[src/rtl/pcm_capture_ctrl.sv]
// pcm_capture_ctrl: capture sequencer for a decimated PCM stream.
// A one-cycle start request runs a capture sequence: the decimator is
// enabled, the first SETTLE_SAMPLES decimated samples are discarded, and the
// following samples are written into a FIFO capture buffer. The sequence
// ends after sample_count samples (0 = run until stop) or on stop. The
// buffer is readable at all times; rd_data/rd_valid arrive one cycle after
// rd_en.
//
// Optional build macro PCM_CAPTURE_OVERFLOW_STOP_EN: when defined, the first
// sample dropped because the buffer is full also ends the capture. When it
// is undefined, dropped samples are only counted and flagged, and the
// capture keeps running.
//
// Handshakes: ds_valid is a single-cycle strobe with no backpressure.
// rd_en is a request. It is honoured only when level != 0, and each honoured
// request produces exactly one rd_valid pulse in the following cycle.
module pcm_capture_ctrl #(
  parameter int DATA_WIDTH     = 8,
  parameter int FIFO_DEPTH     = 16,
  parameter int SETTLE_SAMPLES = 2
) (
  input  logic                          clk,
  input  logic                          rst_n,
  input  logic                          start,
  input  logic                          stop,
  input  logic [15:0]                   sample_count,
  output logic                          ds_enable,
  input  logic                          ds_valid,
  input  logic [DATA_WIDTH-1:0]         ds_data,
  input  logic                          rd_en,
  output logic [DATA_WIDTH-1:0]         rd_data,
  output logic                          rd_valid,
  output logic [$clog2(FIFO_DEPTH):0]   level,
  output logic                          busy,
  output logic                          done,
  output logic                          overflow,
  output logic [1:0]                    state_dbg
);

  localparam int AW = $clog2(FIFO_DEPTH);
  localparam int LW = AW + 1;
  localparam logic [LW-1:0] LEVEL_FULL = LW'(FIFO_DEPTH);
  localparam bit SKIP_SETTLE = (SETTLE_SAMPLES == 0);
  localparam logic [15:0] SETTLE_LAST =
    16'((SETTLE_SAMPLES > 0) ? SETTLE_SAMPLES - 1 : 0);

  typedef enum logic [1:0] {
    IDLE    = 2'd0,
    SETTLE  = 2'd1,
    CAPTURE = 2'd2,
    DONE    = 2'd3
  } state_t;

  state_t state, next_state;

  logic [15:0]           count_q;
  logic [15:0]           cap_cnt;
  logic [15:0]           settle_cnt;
  logic [DATA_WIDTH-1:0] mem [FIFO_DEPTH];
  logic [AW-1:0]         wr_ptr;
  logic [AW-1:0]         rd_ptr;

  logic full;
  logic empty;
  logic pop;
  logic push_req;
  logic push;
  logic drop;
  logic cap_last;
  logic settle_last;
  logic accept_start;

  // Buffer and capture qualifiers. A push into a full buffer is allowed
  // when a pop frees the head entry in the same cycle.
  always_comb begin
    full         = (level == LEVEL_FULL);
    empty        = (level == '0);
    pop          = rd_en && !empty;
    push_req     = (state == CAPTURE) && ds_valid;
    push         = push_req && (!full || pop);
    drop         = push_req && full && !pop;
    cap_last     = (count_q != 16'd0) && ((cap_cnt + 16'd1) == count_q);
    settle_last  = (settle_cnt == SETTLE_LAST);
    accept_start = (state == IDLE) && start;
  end

  // State register.
  always_ff @(posedge clk) begin
    if (!rst_n) begin
      state <= IDLE;
    end else begin
      state <= next_state;
    end
  end

  // Next-state and state-decoded outputs.
  always_comb begin
    next_state = state;
    ds_enable  = 1'b0;
    busy       = 1'b0;
    done       = 1'b0;
    case (state)
      IDLE: begin
        if (start) begin
          next_state = SKIP_SETTLE ? CAPTURE : SETTLE;
        end
      end
      SETTLE: begin
        ds_enable = 1'b1;
        busy      = 1'b1;
        if (stop) begin
          next_state = DONE;
        end else if (ds_valid && settle_last) begin
          next_state = CAPTURE;
        end
      end
      CAPTURE: begin
        ds_enable = 1'b1;
        busy      = 1'b1;
        if (stop || (push_req && cap_last)) begin
          next_state = DONE;
        end
`ifdef PCM_CAPTURE_OVERFLOW_STOP_EN
        if (drop) begin
          next_state = DONE;
        end
`endif
      end
      DONE: begin
        busy       = 1'b1;
        done       = 1'b1;
        next_state = IDLE;
      end
      default: begin
        next_state = IDLE;
      end
    endcase
  end

  assign state_dbg = state;

  // Latched request and the settle/capture strobe counters. The capture
  // counter advances on every capture strobe, pushed or dropped.
  always_ff @(posedge clk) begin
    if (!rst_n) begin
      count_q    <= 16'd0;
      cap_cnt    <= 16'd0;
      settle_cnt <= 16'd0;
    end else if (accept_start) begin
      count_q    <= sample_count;
      cap_cnt    <= 16'd0;
      settle_cnt <= 16'd0;
    end else begin
      if ((state == SETTLE) && ds_valid) begin
        settle_cnt <= settle_cnt + 16'd1;
      end
      if (push_req) begin
        cap_cnt <= cap_cnt + 16'd1;
      end
    end
  end

  // Sticky overflow flag, cleared only by an accepted start.
  always_ff @(posedge clk) begin
    if (!rst_n) begin
      overflow <= 1'b0;
    end else if (accept_start) begin
      overflow <= 1'b0;
    end else if (drop) begin
      overflow <= 1'b1;
    end
  end

  // Buffer storage. It has no reset: the pointers define what is valid.
  always_ff @(posedge clk) begin
    if (push) begin
      mem[wr_ptr] <= ds_data;
    end
  end

  // Buffer pointers, occupancy and the registered read port.
  always_ff @(posedge clk) begin
    if (!rst_n) begin
      wr_ptr   <= '0;
      rd_ptr   <= '0;
      level    <= '0;
      rd_valid <= 1'b0;
      rd_data  <= '0;
    end else begin
      rd_valid <= pop;
      if (push) begin
        wr_ptr <= wr_ptr + 1'b1;
      end
      if (pop) begin
        rd_data <= mem[rd_ptr];
        rd_ptr  <= rd_ptr + 1'b1;
      end
      case ({push, pop})
        2'b10:   level <= level + 1'b1;
        2'b01:   level <= level - 1'b1;
        default: level <= level;
      endcase
    end
  end

endmodule
[config.mk]
export PLATFORM = sky130hd
export DESIGN_NAME = pcm_capture_ctrl
export DESIGN_NICKNAME = d
export VERILOG_FILES = /design/src/rtl/pcm_capture_ctrl.sv
export SDC_FILE = /design/constraint.sdc
export NUM_CORES = 1
export LEC_CHECK = 0
export BUFFER_PORTS_ARGS = -buffer_cell sky130_fd_sc_hd__buf_4
export CAP_MARGIN = 20
export CORE_MARGIN = 10
export CORE_UTILIZATION = 61
export CTS_CLUSTER_DIAMETER = 80
export DETAILED_ROUTE_END_ITERATION = 7
export PLACE_DENSITY = 0.8
export SETUP_SLACK_MARGIN = 0.15
export SYNTH_ARGS = -nofsm -noshare
export SYNTH_HDL_FRONTEND = slang
export SYNTH_SLANG_ARGS = --single-unit
[constraint.sdc]
create_clock -name clk -period 3.05 [get_ports clk]
set_input_delay 0.61 -clock clk [delete_from_list [all_inputs] [get_ports clk]]
set_output_delay 0.61 -clock clk [all_outputs]
set_load 0.01 [all_outputs]
# [Word level (Yosys, flattened, before mapping)]
# Memory sizes are Yosys's and may differ from the RTL's. A register that Yosys moved wholly into a read port is not among the register bits.
# Index checks and enable logic that the tools add are counted.
[word_totals] n_memories=1 mem_bits_rw=128 inputBits=30 out_inout_bits=20 reg_bits=65 word_cells=63
[op_classes] reduce_logical=24 eq_ne=11 bitwise=1 add_sub_neg=6 n_mux=11
[memory_table] memory="mem" depth=16 width=8 read_ports=1 rd_ports_with_merged_regs=1 wr=1 line_no="59" text="logic [DATA_WIDTH-1:0] mem [FIFO_DEPTH];"
[op_table] operator="$add 16x1->16 const B" n=2
[op_table] operator="$eq 16x1->1 const B" n=1
[op_table] operator="$eq 16x16->1" n=1
[op_table] operator="$reduce_bool 16->1" n=1
[op_table] operator="$logic_and 1x1->1" n=10
[op_table] operator="$pmux 5 s2" n=1
[op_table] operator="$add 4x1->4 const B" n=2
[op_table] operator="$mux 2" n=4
[op_table] operator="$pmux 2 s4" n=1
[op_table] operator="$eq 2x2->1 const B" n=3
[op_table] operator="$add 5x1->5 const B" n=1
[op_table] operator="$eq 5x5->1 const B" n=1
[op_table] operator="$logic_not 5->1" n=1
[op_table] operator="$mux 1" n=5
[op_table] operator="$sub 5x1->5 const B" n=1
[op_table] operator="$eq 2x1->1 const B" n=2
[op_table] operator="$logic_not 1->1" n=4
[op_table] operator="$reduce_or 2->1" n=2
[op_table] operator="$ne 3x3->1 const B" n=1
[op_table] operator="$reduce_and 3->1" n=1
[op_table] operator="$reduce_or 3->1" n=1
[op_table] operator="$logic_not 2->1" n=1
[op_table] operator="$logic_or 1x1->1" n=2
[op_table] operator="$ne 2x1->1 const B" n=1
[op_table] operator="3 further kinds" n=3

# [Depth between registers and ports, before layout]
# Gate-level depths: netlist of run 1.
[depth] ltp_word=7 depth_mapped=14 depth_no_buf=14

# [Worst setup path before layout of run 1]
# No wires, ideal clock.
[synth_timing] path_type="flip-flop to flip-flop" from="register level[0]" to="register level[4]" n_path_buf=0 synth_period_minus_slack_ns=2.888 stages_incl_launch_ff=14 t_arrival_ns=2.773 setup_slack_ns=0.162 path_cell_list="dfxtp_1 > or4_1 > nor3b_1 > nor2_1 > inv_1 > ha_1 > inv_1 > fa_1 > nor2b_1 > o21ai_0 > and3_1 > nor3_1 > xor2_1 > and2_1"
[synth_between] elab_chain_cells=7
[synth_rtl] element="start: declaration" line_no="33" text="output logic [$clog2(FIFO_DEPTH):0] level,"
[synth_rtl] element="start signal: assignment" line_no="199" text="2'b10: level <= level + 1'b1;"
[synth_rtl] element="start signal: assignment" line_no="200" text="2'b01: level <= level - 1'b1;"
[synth_rtl] element="start signal: assignment" line_no="201" text="default: level <= level;"
[synth_rtl] element="$logic_not 5->1" line_no="77" text="empty = (level == '0);"
[synth_rtl] element="$logic_not 1->1" line_no="78" text="pop = rd_en && !empty;"
[synth_rtl] element="$logic_and 1x1->1" line_no="78"
[synth_rtl] element="$logic_or 1x1->1" line_no="80" text="push = push_req && (!full || pop);"
[synth_rtl] element="$logic_and 1x1->1" line_no="80"
[synth_rtl] element="$eq 2x1->1 / $eq 2x2->1 (equally long branches)" line_no="198" text="case ({push, pop})"
[synth_rtl] element="$pmux 5 s2 / $reduce_bool 2->1 (equally long branches)"
# Several ways; a longest one is shown, not always the timed one.
# A chain may end at the register's enable or synchronous reset.

# [Worst setup path after layout of run 1]
# Ends and elaborated chain as after synthesis.

==> key figures, run 1 <==
Clock tree
  – H-tree depth: 1
  – Setup repair bufs after CTS: 0
  – Later-pin clock latency in the skew report: 510 ps
  – # hold bufs at CTS: 0
  – Clk root buf: clkbuf_16
  – Clock buffer count from CTS: 22
  – CTS tree: done
  – # clock sinks: 201
  – Max Root-Sink Buffers: 3
  – Clk slew on worst S/H paths: 60 ps

Route
  – Vias per inst: 6.23
  – Via count: 5703
  – Drt pass-1 iters: 5
  – DR iter-0 viols: 554
  – DRC violations left: 0
  – Wirelength per Cell: 21.7 um
  – WL final: 19900 um
  – DRT antenna net count: 0

Setup path
  – CP arrival: 3150 ps
  – CP endpoint kind: register
  – Register-to-Register Path Depth: 12
  – Reg-to-reg critical path startpoint: level[0]
  – WP data required: 3440 ps
  – R2R setup slack: 290 ps
  – Worst r2r dst: level[4]
  – Crit Path Class: register to register
  – Startpoint type of the worst setup path: register
  – Max FO, Critical Path: 3

Run status
  – Outcome: finished clean

Placement
  – IO Port Bufs: 49
  – GP Congestion: 0.882
  – HPWL Detailed: 13200 um
  – Setup slack at placement: 128 ps
  – Dpl cells: 874

Floorplanning
  – Die Wd: 140 um
  – I/O pins: 50
  – Die footprint: 19700 um2
  – Initial Util: 0.628
  – Core area: 14000 um2
  – Row count: 43
  – Die Height: 140 um

Synthesis
  – Synth area leaders: edfxtp_1 44%, dfxtp_1 17%, mux4_2 10%
  – Synth warnings: 0
  – EDFF count, synth: 128
  – Synthesized flop and latch total: 201
  – Yosys top cell area share: 0.436
  – Synth Instances: 662
  – Top post-synthesis cells by count: 128 x edfxtp_1, 76 x nand2_1, 73 x dfxtp_1, 40 x mux4_2, 40 x nor2_1
  – Mapped cell area: 8820 um2
  – FFs w/ async S/R, synth: 0
  – Unique masters post-synth: 60
  – Most common cell in the netlist: edfxtp_1
  – Syn_area_per_cell: 13.3 um2
  – Post-synthesis net count: 711
  – Seq/Total Area, Yosys: 0.602
  – Leading area contributor after synthesis: edfxtp_1
  – Dominant synthesized flop cell: edfxtp_1

Hold path
  – Hold depth: 3
  – HP Class: input port to register
  – Hold Path End: count_q[10]
  – Hold_sp: sample_count[10]

GRT
  – Wire length of the first global-routing pass: 31400 um
  – Vias in the first global route: 5681
  – Initial antenna violation count: 0
  – Largest net degree at the start of global routing: 43
  – Grt ovf: 0
  – GRT Total Usage: 0.198

Pwr
  – Lkg Pwr: 0.00342 uW
  – Total power per unit cell area: 670 nW/um2
  – Peak supply drop: 610 uV
  – Final Power: 6750 uW

STA
  – Worst Clk Skew: 21.7 ps
  – Post-layout minimum cycle time: 2760 ps
  – Slack of the critical path: 288 ps
  – Headroom to the max-slew limit: 0.282
  – Tcrit/Tclk final: 0.906
  – Setup violators final: 0
  – Maximum clock rate: 362 MHz
  – RSZ-0062 raised after global routing: false
  – Worst slew pin tran: 1070 ps
  – Hold Vio Cnt, Final: 0
  – Slew Limit Fails: 0
  – Fin Setup TNS: 0 ps

Layout
  – Share of cells above drive strength 1: 0.201
  – Layout filler cell count: 917
  – Diodes inserted: 0
  – Final #Nets: 769
  – Post-Layout Cell Count: 916
  – Final Util: 0.718
  – Synth-to-layout area growth: 14.3%

Run
  – Max-cap violations: 0
[registers in the layout (all words and copies together), names as in the netlist]
name / count
cap_cnt: 16
rd_ptr: 4
overflow: 1
rd_data: 8
count_q: 16
mem: 128
rd_valid: 1
settle_cnt: 16
wr_ptr: 4
level: 5
state_dbg: 2
[report_power, final]
group	switching [uW]	internal (uW)	total (uW)
registers	89.8	2990	3080
clock network	1050	1410	2460
logic	651	567	1220
[cell usage in the layout (no fill, tap or decap), types with 18 or more instances in the layout]
cell | synthesis | final
a21boi_0 | 26 | 26
ha_1 | 18 | 18
dfxtp_1 | 73 | 72
clkbuf_16 | 0 | 22
inv_1 | 18 | 18
xnor2_1 | 22 | 22
edfxtp_1 | 128 | 128
nor2_1 | 40 | 40
mux4_2 | 40 | 40
xor2_1 | 27 | 27
nand2_1 | 76 | 76
buf_4 | 3 | 63
[critical path, stage by stage, from the launching register on]
cell and delay [ps]:
dfxtp_1 310, or4_4 560, o21ai_1 210, inv_1 90
ha_1 200, buf_4 150, ha_1 310, nor2b_1 150
o21ai_1 140, and3_1 190, nor3_2 50, xor2_1 140
and2_1 150
[layout make-up]
class	instances	area [um2]	area share
Tap cell	180	225	0.0223
Clock buffer	26	566	0.0561
Multi-Input combinational cell	410	3300	0.328
Sequential cell	201	5310	0.527
Timing Repair Buffer	67	508	0.0504
Inverter	18	67.6	0.00670
Clock inverter	14	103	0.0102
[worst max-delay path by stage]
stage	startpoint	end	slack, ps	cells past startpoint
after detailed placement	level[0]	level[4]	130	13
final	level[0]	level[4]	290	12
after floorplan	level[0]	level[4]	160	13
after global routing	level[0]	level[4]	150	12
after global placement	level[0]	level[4]	200	13
after CTS	level[0]	level[4]	180	12
[through the flow]
step | hold slack [ps] | area (um2)
after floorplan | 466 | 8820
after global placement | 452 | 9370
after detailed placement | 473 | 9380
after CTS | 370 | 10100
after global routing | 397 | 10100
final | 375 | 10100
[cell families after synthesis]
kind of cell | synth area share
AOI/OAI and AO/OA | 0.0671
xor gates and xnor gates | 0.0487
adders and majority gates | 0.0278
buffers and inverters | 0.0264
DFF | 0.602
muxes | 0.103
and+or+nand+nor | 0.125
[timing repair]
| action | 4_1_cts | 5_1_grt |
|---|---|---|
| cloned | 0 | 0 |
| gates resized for setup | 2 | 5 |
| pin swaps | 0 | 1 |
| setup endpoints to repair | 1 | 1 |
[routing by layer]
metal	wire length, um	track usage
met1	7950	0.253
met2	9720	0.332
met3	1630	0.0416
met4	587	0.0603
met5	0	0
Note: power is estimated with default switching activity, not from simulation.
==> inputs of run 2 (changes only) <==
--- a/config.mk
+++ b/config.mk
@@ -5,6 +5,7 @@
 export SDC_FILE = /design/constraint.sdc
 export NUM_CORES = 1
 export LEC_CHECK = 0
+export ABC_AREA = 1
 export BUFFER_PORTS_ARGS = -buffer_cell sky130_fd_sc_hd__buf_4
 export CAP_MARGIN = 20
 export CORE_MARGIN = 10
==> key figures, run 2 <==
Run status
  – Outcome: finished clean

Route
  – DRC violations left: 0
  – WL final: 21900 um
  – Vias per inst: 5.98
  – Drt pass-1 iters: 6
  – DR iter-0 viols: 937
  – Wirelength per Cell: 18.5 um
  – DRT antenna net count: 0
  – Via count: 7076

Clock tree
  – Later-pin clock latency in the skew report: 500 ps
  – Max Root-Sink Buffers: 3
  – # clock sinks: 201
  – CTS tree: done
  – Clk root buf: clkbuf_16
  – Clk slew on worst S/H paths: 70 ps
  – H-tree depth: 1
  – # hold bufs at CTS: 0
  – Clock buffer count from CTS: 20

Layout
  – Number of flip-flops in the largest register: 128
  – Diodes inserted: 0
  – Final #Nets: 1035
  – Commonest non-fill, non-tap cell in the layout: edfxtp_1
  – Synth-to-layout area growth: 13.5%
  – Layout filler cell count: 1029
  – Largest register by flop count: mem
  – Share of cells above drive strength 1: 0.128
  – Commonest non-fill, non-tap cells in the layout: 128 x edfxtp_1, 121 x nor2_1, 103 x o21ai_0

STA
  – Worst Clk Skew: 11.1 ps
  – Maximum clock rate: 372 MHz
  – RSZ-0062 raised after global routing: false
  – Headroom to the max-slew limit: 0.409
  – Fin Setup TNS: 0 ps
  – Post-layout minimum cycle time: 2690 ps
  – Setup violators final: 0
  – Hold Vio Cnt, Final: 0
  – Tcrit/Tclk final: 0.880
  – Slew Limit Fails: 0
  – Worst slew pin tran: 883 ps

Setup path
  – CP arrival: 3120 ps
  – Crit Path Class: register to register
  – R2R setup slack: 360 ps
  – Max FO, Critical Path: 5
  – Startpoint type of the worst setup path: register
  – WP data required: 3480 ps
  – CP endpoint kind: register

GRT
  – Initial antenna violation count: 0
  – Largest net degree at the start of global routing: 67
  – GRT Total Usage: 0.216
  – Grt ovf: 0
  – Vias in the first global route: 6751
  – Wire length of the first global-routing pass: 35100 um

Synthesis
  – Synth Instances: 937
  – Most common cell in the netlist: edfxtp_1
  – Synth area leaders: edfxtp_1 43%, dfxtp_1 16%, o21ai_0 5.7%
  – Synth warnings: 0
  – Dominant synthesized flop cell: edfxtp_1
  – Mapped cell area: 9010 um2
  – FFs w/ async S/R, synth: 0
  – Syn_area_per_cell: 9.61 um2
  – Post-synthesis net count: 986
  – Leading area contributor after synthesis: edfxtp_1
  – Synthesized flop and latch total: 201
  – Seq/Total Area, Yosys: 0.589
  – Top post-synthesis cells by count: 128 x edfxtp_1, 121 x nor2_1, 103 x o21ai_0, 101 x nand2_1, 99 x inv_1
  – Yosys top cell area share: 0.427
  – EDFF count, synth: 128
  – Unique masters post-synth: 41

Pwr
  – Final Power: 8010 uW
  – Peak supply drop: 565 uV
  – Lkg Pwr: 0.00382 uW
  – Total power per unit cell area: 783 nW/um2

Floorplanning
  – Core area: 14500 um2
  – Die Wd: 142 um
  – Row count: 44
  – Die Height: 142 um
  – Initial Util: 0.622
  – I/O pins: 50
  – Die footprint: 20000 um2

Placement
  – IO Port Bufs: 49
  – HPWL Detailed: 14100 um
  – GP Congestion: 0.878

Hold path
  – HP Class: input port to register

Run
  – Max-cap violations: 0
==> run 2: cell types whose count changed in the layout (fill, tap and decap cells not counted), moves of 25 or more <==
cell,change
nand3_1,+55
o21ai_0,+89
o211ai_1,+25
mux4_2,-40
nor2_1,+81
a21oi_1,+35
inv_1,+81
nand2_1,+25
a21boi_0,-26
==> run 2: cells by family after synthesis <==
| kind of cell | Yosys count | share of synthesized area |
|---|---|---|
| DFF | 201 | 0.589 |
| adders and majority gates | 19 | 0.0272 |
| AOI/OAI and AO/OA | 220 | 0.143 |
| xor gates and xnor gates | 5 | 0.00486 |
| buffers and inverters | 144 | 0.0608 |
| and+or+nand+nor | 348 | 0.175 |
==> run 2: layout make-up <==
class                      count  area (um2)  area share
timing repair buffer          66         495      0.0485
tap                          184         230      0.0225
multi-input combinational    592        3160       0.309
clock inverter                11        88.8     0.00869
clock buffer                  25         551      0.0538
sequential                   201        5310       0.519
inverter                     105         395      0.0387
==> run 2: what timing repair did <==
action / CTS / global route
buffers inserted: 0 / 0
gates resized for setup: 0 / 1
hold endpoints to repair: 0 / 0
setup endpoints to repair: 0 / 1
==> run 2: per-layer routing <==
metal	vias up	part of all wire	global-route usage
li1	3380	-	-
met1	3339	0.43	0.288
met2	307	0.47	0.348
met3	50	0.076	0.0394
met4	0	0.027	0.0748
met5	-	0	0
==> run 2: worst paths after layout <==
kind              startpoint  cells after the start        endpoint
max                 level[0]                     14        level[4]
min          sample_count[9]                      3      count_q[9]
max reg2reg         level[0]                     14        level[4]
min reg2reg   settle_cnt[15]                      2  settle_cnt[15]
==> run 2: worst max-delay path, cell delays in order, from the launching register on <==
cell and delay (ps):
dfxtp_1 310, inv_1 140, nand4_1 170, or2_2 310, nand2_1 150, inv_1 90
ha_1 260, ha_1 340, nand2_1 80, nand2_1 50, a31oi_1 190, nor2_1 60
nor3_1 220, o21ai_0 120, a21oi_1 130
==> run 2: power breakdown <==
group	switching [uW]	total (uW)	internal [uW]
Sequential	175	3290	3110
Clock	1020	2390	1370
Combinational	1520	2330	808
==> run 2: per-stage QoR <==
| stage | setup slack [ps] | std cells | utilization | instance area, um2 | hold slack (ps) |
|---|---|---|---|---|---|
| after global placement | 398 | 1148 | 0.662 | 9580 | 469 |
| after floorplan | 529 | 937 | - | 9010 | 457 |
| after detailed placement | 281 | 1148 | 0.662 | 9580 | 484 |
| final | 365 | 1184 | 0.706 | 10200 | 392 |
| after CTS | 398 | 1184 | 0.706 | 10200 | 379 |
| after global routing | 173 | 1184 | 0.706 | 10200 | 409 |
